--- config.mk ---
export PLATFORM = sky130hd
export DESIGN_NAME = shift_normalizer
export DESIGN_NICKNAME = d
export VERILOG_FILES = /design/src/rtl/shift_normalizer.sv
export SDC_FILE = /design/constraint.sdc
export NUM_CORES = 1
export LEC_CHECK = 0
export ABC_CLOCK_PERIOD_IN_PS = 1880
export BUFFER_PORTS_ARGS = -buffer_cell sky130_fd_sc_hd__clkbuf_2
export CAP_MARGIN = 20
export CORE_UTILIZATION = 48
export CTS_CLUSTER_DIAMETER = 60
export DETAILED_ROUTE_END_ITERATION = 8
export PLACE_DENSITY = 0.82
export RECOVER_POWER = 50
export SETUP_SLACK_MARGIN = 0.2
export SKIP_LAST_GASP = 1
export SLEW_MARGIN = 25
export SYNTH_ARGS = -nofsm -noshare
export SYNTH_HDL_FRONTEND = slang
export SYNTH_SLANG_ARGS = --single-unit
--- constraint.sdc ---
create_clock -name clk -period 1.88 [get_ports clk]
set_input_delay 0.282 -clock clk [delete_from_list [all_inputs] [get_ports clk]]
set_output_delay 0.282 -clock clk [all_outputs]
set_load 0.1 [all_outputs]
--- src/rtl/shift_normalizer.sv ---
// Multi-cycle left-shift normalizer: shifts an operand left one bit per cycle
// until it is normalized (unsigned: MSB set; signed: top two bits differ) and
// reports the number of shifts applied.
// Ports:
//   clk, reset      clock and synchronous active-high reset
//   start           request, accepted only in IDLE or DONE
//   mode            0 = unsigned, 1 = signed normalize (captured with start)
//   in              operand (captured with start)
//   busy            high while shifting
//   done            one-cycle pulse, out/count/zero valid
//   out, count      normalized value and shift count, held until next result
//   zero            operand was all zeros
module shift_normalizer #(
   parameter int unsigned WIDTH = 16,
   parameter int unsigned CNT_W = 5
) (
   input  logic             clk,
   input  logic             reset,
   input  logic             start,
   input  logic             mode,
   input  logic [WIDTH-1:0] in,
   output logic             busy,
   output logic             done,
   output logic [WIDTH-1:0] out,
   output logic [CNT_W-1:0] count,
   output logic             zero
);

   typedef enum logic [1:0] {IDLE = 2'd0, SHIFT = 2'd1, DONE = 2'd2} state_t;

   state_t           state, state_nxt;
   logic [WIDTH-1:0] r, r_nxt;
   logic [CNT_W-1:0] cnt, cnt_nxt;
   logic             mode_q, mode_nxt;
   logic [WIDTH-1:0] out_nxt;
   logic [CNT_W-1:0] count_nxt;
   logic             zero_nxt;
   logic             normalized;

   // Termination test on the working register for the captured mode
   assign normalized = mode_q ? (r[WIDTH-1] != r[WIDTH-2]) : r[WIDTH-1];

   // State and datapath registers
   always_ff @(posedge clk) begin
      if (reset) begin
         state  <= IDLE;
         r      <= '0;
         cnt    <= '0;
         mode_q <= 1'b0;
         out    <= '0;
         count  <= '0;
         zero   <= 1'b0;
      end else begin
         state  <= state_nxt;
         r      <= r_nxt;
         cnt    <= cnt_nxt;
         mode_q <= mode_nxt;
         out    <= out_nxt;
         count  <= count_nxt;
         zero   <= zero_nxt;
      end
   end

   // Next-state and datapath update
   always_comb begin
      state_nxt = state;
      r_nxt     = r;
      cnt_nxt   = cnt;
      mode_nxt  = mode_q;
      out_nxt   = out;
      count_nxt = count;
      zero_nxt  = zero;
      case (state)
         IDLE, DONE: begin
            if (start) begin
               state_nxt = SHIFT;
               r_nxt     = in;
               mode_nxt  = mode;
               cnt_nxt   = '0;
            end else begin
               state_nxt = IDLE;
            end
         end
         SHIFT: begin
            if (r == '0) begin
               state_nxt = DONE;
               out_nxt   = '0;
               count_nxt = '0;
               zero_nxt  = 1'b1;
            end else if (normalized) begin
               state_nxt = DONE;
               out_nxt   = r;
               count_nxt = cnt;
               zero_nxt  = 1'b0;
            end else begin
               r_nxt   = {r[WIDTH-2:0], 1'b0};
               cnt_nxt = cnt + CNT_W'(1);
            end
         end
         default: state_nxt = IDLE;
      endcase
   end

   // Status flags are direct decodes of the state register
   assign busy = (state == SHIFT);
   assign done = (state == DONE);

endmodule

==> results.json, run 1 <==
{
  "synth-xor-area-share_pct": 0,
  "yosys_warnings": 0,
  "fillers": 297,
  "ant_nets": 0,
  "hpwl_mm": 3.492,
  "wirelength_mm": 6.637,
  "slew_violations": 0,
  "synthAdderAreaFrac_pct": 1.229,
  "drive_gt1_share_pct": 39.44,
  "rows": 23,
  "synth_enable_flop_cells": 0,
  "grt_max_degree": 43,
  "fin_nets": 305,
  "cp_num_buf_inv": 3,
  "grt.total_usage_pct": 27.93,
  "utilization_pct": 69.53,
  "maxCapViolations": 0,
  "clk_latency_ns": 0.31,
  "tightest_slew_ns": 0.5549,
  "hold_slack_ns": 0.1985,
  "crit_path_cell_trace": "inv_2 -> ha_4 -> nor4b_4 -> buf_4 -> and4_4 -> buf_4 -> or3_1 -> a21oi_1",
  "grt_pass1_wl_mm": 9.294,
  "cp.required_ns": 2.10,
  "syn_avg_cell_area_um2": 9.425,
  "holdBufCountCts": 0,
  "ys_dominant_reg_cell": "dfxtp_1",
  "synth_top_family_by_area": "compound AO/OA/AOI/OAI gates",
  "top_level_ports": 44,
  "fmax_mhz": 538.4,
  "whs_path_depth": 3,
  "cp_top_family": "simple AND/OR/NAND/NOR gates",
  "drt_iter0_markers": 226,
  "netlist.area_leader.share_pct": 45.24,
  "regToRegSetupSlack_ns": 0.02,
  "ys_ff_latch": 46,
  "routedWlPerCell_um": 19.87,
  "synth.area.mux_share_pct": 1.782,
  "yosysUniqueCellTypes": 36,
  "hp-start": "mode",
  "clk_pin_slew_ns": 0.09,
  "leakagePower_uw": 0.001121,
  "post-route-drc-count": 0,
  "clock_path_buffers": 2,
  "finalSetupTns_ns": 0,
  "fin_crit_ns": 1.857,
  "peakVddDrop_mv": 0.6388,
  "critPathMaxFanout": 5,
  "vias": 2188,
  "grt_antenna_before_repair": 0,
  "finClkSkew_ns": 0.005081,
  "outcome": "complete, no violations",
  "synth.most_common_cell": "dfxtp_1",
  "worstPathArrival_ns": 2.08,
  "gr-total-overflow": 0,
  "cts_made_buffers": 5,
  "cts_htree_levels": 2,
  "r2r_end": "cnt[2]",
  "synth.yosys.seq_area_share_pct": 45.24,
  "grt_pass1_vias": 1916,
  "timing.slew.headroom_pct": 63.16,
  "synth_top_cell_by_area": "dfxtp_1",
  "regArea_um2": 923.4,
  "synthSimpleGateAreaFrac_pct": 17.95,
  "first_pass_iters": 5,
  "gp_congestion": 0.8064,
  "critPathLaunchType": "register",
  "critical_path_class": "reg -> reg",
  "synth.net_count": 238,
  "min_to": "mode_q",
  "endpoint_kind": "register",
  "hp-class": "in -> reg",
  "ff2ff_path_depth": 8,
  "design.core.area_um2": 4029,
  "synth_commonest_cells": "dfxtp_1 (46), nand2_1 (34), a211oi_1 (14), a21oi_1 (14), a311oi_1 (14)",
  "start_util_pct": 50.53,
  "cp_slowest_cell": "dfxtp_1",
  "die_area_um2": 4506,
  "finalSetupViolations": 0,
  "port-buffer-count": 43,
  "synthCells": 216,
  "final_hold_viol_count": 0,
  "synthToLayoutAreaGrowth_pct": 37.62,
  "async_flop_share_pct": 0,
  "synth_area_um2": 2036,
  "cts_tree": "built",
  "num_antenna_cells": 0,
  "die_w_um": 67.13,
  "multi_input_area_um2": 1111,
  "die_y_um": 67.13,
  "cts_root_buf": "clkbuf_8",
  "fin_crit_sh_pct": 98.79,
  "power_density_nw_per_um2": 1028,
  "routed_via_density": 6.551,
  "crit_path_frequent_cell": "buf_4",
  "synth_compound_area_share_pct": 28.03,
  "cts_num_sinks": 46,
  "critical-path-max-stage-delay_ns": 0.37,
  "synthTopCellsByArea": "dfxtp_1 (45%), nand2_1 (6.3%), a311oi_1 (6.0%), a22o_1 (5.6%), a211oi_1 (5.2%)",
  "grt_setup_unrepaired": "yes",
  "worst_r2r_startpoint": "r[15]"
}
## layout make-up
cell class / count / area share (%)
Tap cell: 50 / 2.233
Inverter: 3 / 0.4020
Sequential cell: 46 / 32.96
Clock buffer: 5 / 2.456
Clock inverter: 3 / 2.456
Multi-Input combinational cell: 149 / 39.66
Timing Repair Buffer: 78 / 19.83
## logic make-up (layout without fill, tap and decap cells)
kind of cell | after synthesis | after routing
buffers and inverters | 23 | 89
adder cells (fa/ha/maj) | 2 | 2
AO/OA/AOI/OAI | 77 | 78
flip-flops | 46 | 46
AND/OR/NAND/NOR | 65 | 66
multiplexers | 3 | 3
## cell usage in the layout, fill, tap and decap left out, drive strengths merged, types with 4 or more instances in the layout
cell,netlist,routed
a211oi,14,14
a21oi,15,15
a22o,13,13
a311oi,14,14
buf,9,34
clkbuf,11,49
dfxtp,46,46
nand2,34,34
nand3,6,6
nand4,7,7
nor2b,4,4
o211ai,7,7
o21ai,9,10
## report_power, final
part           internal (uW)  switching (uW)
clock                    532             351
combinational            371             495
sequential              1040            90.6
total                   1940             937
## timing repair
action                                  CTS  global route
resized for setup                        11            10
buffers inserted                          7             8
hold endpoints to repair                  0             0
cloned                                    1             2
pin swaps                                14            16
endpoints found under the setup margin   33            44
## state kept, by name, indices dropped and copies added (netlist names)
register  cells
out          16
r            16
cnt           5
count         5
state         2
mode_q        1
zero          1
## per-layer routing
layer	vias to the layer above	wire length [um]	track usage, %
met1	1049	2641	36.03
li1	966	-	-
met4	0	226	12.50
met5	-	0	0
met2	142	3277	43.50
met3	31	492	7.021
## stage by stage
stage	instances	setup slack, ns	area, um^2	power (uW)
floorplan	216	0.1977	2093	1599
global placement	308	0.08158	2436	1781
detailed placement	308	0.05226	2436	1795
CTS	324	0.1024	2673	2737
global route	334	0.008324	2801	2975
finish	334	0.02274	2801	2880
## tightest hold or removal path, stage by stage
cell      delay (ns)
clkbuf_2        0.08
nand2_1         0.05
a21oi_1         0.05
## how the worst max path moves through the flow
stage | from | slack (ns) | cells after the start | to
after floorplan | r[15] | 0.20 | 7 | cnt[4]
after global placement | r[14] | 0.08 | 6 | r[12]
after detailed placement | r[15] | 0.05 | 6 | r[12]
after CTS | r[15] | 0.10 | 9 | count[1]
after global routing | r[15] | 0.008 | 8 | cnt[2]
final | r[15] | 0.02 | 8 | cnt[2]
(Power assumes the default switching activity.)
==> run 2, diff against run 1 <==
- BUFFER_PORTS_ARGS: -buffer_cell sky130_fd_sc_hd__clkbuf_2 -> unset
- CORE_UTILIZATION: 48 -> 50
- DONT_BUFFER_PORTS: unset -> 1
- PLACE_DENSITY: 0.82 -> 0.75
==> results.json, run 2 (synthesis gave the netlist of run 1 again) <==
{
  "clock_path_buffers": 2,
  "seq_power_share_pct": 40.6,
  "fillers": 258,
  "hp-class": "in -> reg",
  "hpwl_mm": 3.470,
  "ff2ff_path_depth": 8,
  "reg.largest.list": "out: 16 flops, r: 16 flops",
  "cts_tree": "built",
  "slew_violations": 0,
  "critical_path_class": "reg -> reg",
  "synthToLayoutAreaGrowth_pct": 32.82,
  "grt_pass1_wl_mm": 8.887,
  "timing.slew.headroom_pct": 60.49,
  "gr-total-overflow": 0,
  "tightest_slew_ns": 0.5927,
  "leakagePower_uw": 0.001024,
  "design_area_um2": 2704,
  "start_util_pct": 53.98,
  "die_w_um": 65.81,
  "post-route-drc-count": 0,
  "regToRegSetupSlack_ns": 0.01,
  "peakVddDrop_mv": 0.6671,
  "whs_path_depth": 1,
  "wirelength_mm": 5.888,
  "p_switching_uw": 934.7,
  "finalPower_uw": 2779,
  "clk_latency_ns": 0.32,
  "comb_power_share_pct": 31.8,
  "vias": 1948,
  "regArea_um2": 925.9,
  "gp_congestion": 0.8817,
  "grt.total_usage_pct": 27.64,
  "ant_nets": 0,
  "p_int_uw": 1844,
  "routedWlPerCell_um": 19.24,
  "p_sw_share_pct": 33.63,
  "finClkSkew_ns": 0.008216,
  "cts_htree_levels": 2,
  "final_hold_viol_count": 0,
  "drt_iter0_markers": 196,
  "placed_area_um2": 2331,
  "port-buffer-count": 0,
  "finalSetupViolations": 0,
  "outcome": "complete, no violations",
  "holdBufCountCts": 0,
  "die_y_um": 65.81,
  "fmax_mhz": 535.9,
  "cts_made_buffers": 5,
  "critPathMaxFanout": 4,
  "worstPathArrival_ns": 2.08,
  "clockPowerShare_pct": 27.6,
  "grt_pass1_vias": 1813,
  "multi_input_area_um2": 1142,
  "rows": 22,
  "cts_num_sinks": 46,
  "maxCapViolations": 0,
  "power_density_nw_per_um2": 1028,
  "design.core.area_um2": 3771,
  "die_area_um2": 4330,
  "fin_crit_sh_pct": 99.26,
  "clk_pin_slew_ns": 0.09,
  "drive_gt1_share_pct": 37.21,
  "hold_slack_ns": 0.02209,
  "critPathLaunchType": "register",
  "grt_setup_unrepaired": "yes",
  "first_pass_iters": 4,
  "cp.required_ns": 2.10,
  "routed_via_density": 6.366,
  "grt_antenna_before_repair": 0,
  "final_cell_mix": "dfxtp_1 (44), nand2_1 (33), clkbuf_2 (23)",
  "endpoint_kind": "register",
  "layout_commonest_cell": "dfxtp_1",
  "grt_max_degree": 43,
  "cts_root_buf": "clkbuf_8",
  "top_level_ports": 44,
  "fin_crit_ns": 1.866,
  "num_antenna_cells": 0,
  "fin_nets": 279
}
-- run 2: cell types whose count changed in the layout (fill, tap and decap cells not counted), moves of 2 or more --
cell and change:
o21ai_0 -5, o21ai_2 +3, clkbuf_2 -19, a211oi_2 +5, o21ai_1 +2, a211oi_1 -5
buf_6 +4, buf_4 -9
-- run 2: layer usage --
| layer | global-route usage, % | vias to the layer above | part of all wire [%] | routed length [um] |
|---|---|---|---|---|
| met5 | 0 | - | 0 | 0 |
| met4 | 12.23 | 0 | 1.8 | 104 |
| met3 | 6.897 | 9 | 8.3 | 487 |
| met2 | 43.75 | 92 | 49 | 2897 |
| met1 | 35.24 | 939 | 41 | 2399 |
| li1 | - | 908 | - | - |
-- run 2: repair_timing --
item	4_1_cts	5_1_grt
buffers inserted	9	5
resized for setup	6	30
pin swaps	9	12
gates cloned	2	2
setup endpoints to repair	36	44
-- run 2: critical path: stages, from the launching register on --
cell,delay (ns)
dfxtp_2,0.35
inv_2,0.04
ha_4,0.24
mux2_4,0.30
a41oi_4,0.21
buf_6,0.15
clkbuf_16,0.14
a211oi_2,0.06
a311oi_1,0.27
-- run 2: worst paths after layout --
path,from,end
worst max-delay path,r[14],r[6]
worst min-delay path,reset,out[15]
worst max register to register,r[14],r[6]
worst min register to register,out[12],out[12]
-- run 2: power by group through the flow --
| stage | registers (uW) | logic [uW] | clock network [uW] |
|---|---|---|---|
| after floorplan | 1190 | 410 | 0 |
| after global placement | 1140 | 578 | 0 |
| after detailed placement | 1150 | 605 | 0 |
| after CTS | 1120 | 722 | 762 |
| after global routing | 1140 | 934 | 811 |
| final | 1130 | 883 | 767 |
-- run 2: cell type report --
cell class | count | share of cell area (%)
multi-input cells | 148 | 42.25
flip-flops and latches | 46 | 34.24
repair buffers | 53 | 16.71
clock buffers | 5 | 2.545
well taps | 48 | 2.221
clock inverters | 3 | 1.620
inverters | 3 | 0.4165
-- run 2: per-stage QoR --
| stage | std cells | setup slack, ns | setup TNS (ns) | util, % |
|---|---|---|---|---|
| after floorplan | 216 | 0.1977 | 0 | - |
| after global placement | 280 | 0.1115 | 0 | 61.81 |
| after detailed placement | 280 | 0.02529 | 0 | 61.81 |
| after CTS | 299 | 0.07551 | 0 | 68.02 |
| after global routing | 306 | -0.02405 | -0.02687 | 71.70 |
| final | 306 | 0.01394 | 0 | 71.70 |
==> run 3, diff against run 2 <==
- MAX_ROUTING_LAYER: unset -> met4
==> results.json, run 3 (synthesis gave the netlist of run 1 again) <==
{
  "finalSetupViolations": 2,
  "power_density_nw_per_um2": 1031,
  "cp_top_family": "buffers and inverters",
  "grt.total_usage_pct": 28.42,
  "critPathLaunchType": "register",
  "finalPower_uw": 2832,
  "cts_tree": "built",
  "die_y_um": 65.81,
  "holdBufCountCts": 0,
  "gp_congestion": 0.8964,
  "cts_made_buffers": 5,
  "design_area_um2": 2748,
  "hpwl_mm": 3.470,
  "grt_antenna_before_repair": 0,
  "routedWlPerCell_um": 20.94,
  "rows": 22,
  "fmax_mhz": 521.1,
  "fin_nets": 282,
  "fillers": 242,
  "routed_via_density": 6.573,
  "clk_latency_ns": 0.32,
  "wirelength_mm": 6.471,
  "final_hold_viol_count": 0,
  "drive_gt1_share_pct": 37.93,
  "first_pass_iters": 5,
  "start_util_pct": 53.98,
  "design.core.area_um2": 3771,
  "hp-class": "in -> reg",
  "ant_nets": 0,
  "tightest_slew_ns": 0.5697,
  "vias": 2031,
  "finalSetupTns_ns": -0.05275,
  "top_level_ports": 44,
  "hold_slack_ns": 0.02024,
  "worst_slack_ns": -0.03895,
  "cts_root_buf": "clkbuf_8",
  "critPathMaxFanout": 5,
  "cp.required_ns": 2.05,
  "grt_setup_unrepaired": "yes",
  "timing.slew.headroom_pct": 62.02,
  "cp_slowest_cell": "dfxtp_4",
  "placed_area_um2": 2331,
  "port-buffer-count": 0,
  "cp_num_buf_inv": 4,
  "utilization_pct": 72.86,
  "clock_path_buffers": 2,
  "critical-path-max-stage-delay_ns": 0.36,
  "grt_pass1_wl_mm": 8.901,
  "gr-total-overflow": 0,
  "cts_num_sinks": 46,
  "fin_crit_sh_pct": 102.1,
  "grt_pass1_vias": 1818,
  "slew_violations": 0,
  "clk_pin_slew_ns": 0.09,
  "cts_htree_levels": 2,
  "worstPathArrival_ns": 2.09,
  "finClkSkew_ns": 0.01203,
  "endpoint_kind": "register",
  "die_area_um2": 4330,
  "maxCapViolations": 0,
  "leakagePower_uw": 0.001044,
  "grt_max_degree": 43,
  "drt_iter0_markers": 190,
  "crit_path_cell_trace": "inv_2 -> ha_4 -> nor4b_4 -> buf_4 -> a41oi_4 -> buf_6 -> buf_12 -> a211oi_1 -> a311oi_1",
  "violations": "negative setup slack",
  "final_cell_mix": "dfxtp_1 (44), nand2_1 (33), clkbuf_2 (23)",
  "die_w_um": 65.81,
  "outcome": "finished with violations",
  "fin_crit_ns": 1.919,
  "layout_commonest_cell": "dfxtp_1",
  "peakVddDrop_mv": 0.8220,
  "reg.largest.list": "out: 16 flops, r: 16 flops",
  "synthToLayoutAreaGrowth_pct": 34.97,
  "post-route-drc-count": 0,
  "num_antenna_cells": 0,
  "critical_path_class": "reg -> reg"
}
==> run 3: worst paths after layout <==
| check | from | to | slack (ns) | depth (start not counted) |
|---|---|---|---|---|
| setup / recovery | r[15] | r[8] | -0.04 | 9 |
| setup reg to reg | r[15] | r[8] | -0.04 | 9 |
| hold / removal | reset | cnt[2] | 0.02 | 1 |
| hold reg to reg | out[12] | out[12] | 0.49 | 2 |
==> run 3: metal layers <==
metal | GRT usage (%) | routed length, um | part of all wire, % | vias to the layer above
li1 | - | - | - | 918
met1 | 35.34 | 2535 | 39 | 959
met2 | 43.75 | 3117 | 48 | 129
met3 | 6.897 | 651 | 10 | 25
met4 | 12.23 | 166 | 2.6 | 0
met5 | - | 0 | 0 | -
==> run 3: power breakdown <==
group	total [uW]	switching (uW)	leakage (uW)	internal, uW
Sequential	1130	93.7	0.000376	1040
Clock	776	377	0.0000585	399
Combinational	922	509	0.000609	413
Total	2830	980	0.00104	1850
==> run 3: worst reg2reg max path, stage by stage (launching register included) <==
cell,delay (ns)
dfxtp_4,0.36
inv_2,0.06
ha_4,0.12
nor4b_4,0.22
buf_4,0.20
a41oi_4,0.13
buf_6,0.16
buf_12,0.12
a211oi_1,0.31
a311oi_1,0.09
==> run 3: through the flow <==
stage          std cells  setup slack [ns]
2_1_floorplan        216            0.1977
3_3_place_gp         280            0.1115
3_5_place_dp         280           0.02529
4_1_cts              299           0.07551
5_1_grt              309          -0.04877
6_report             309          -0.03895
==> run 3: layout make-up <==
type	count	area, um^2	share of cell area [%]
inverters	3	11.26	0.4098
flip-flops and latches	46	925.9	33.70
repair buffers	56	486.7	17.71
clock buffers	5	68.82	2.505
clock inverters	3	43.79	1.594
well taps	48	60.06	2.186
multi-input cells	148	1151	41.89
==> run 3: repair_timing <==
action	CTS	global route
pin swaps	9	23
gates resized for setup	6	32
cloned	2	2
setup endpoints to repair	36	44
buffers inserted	9	8
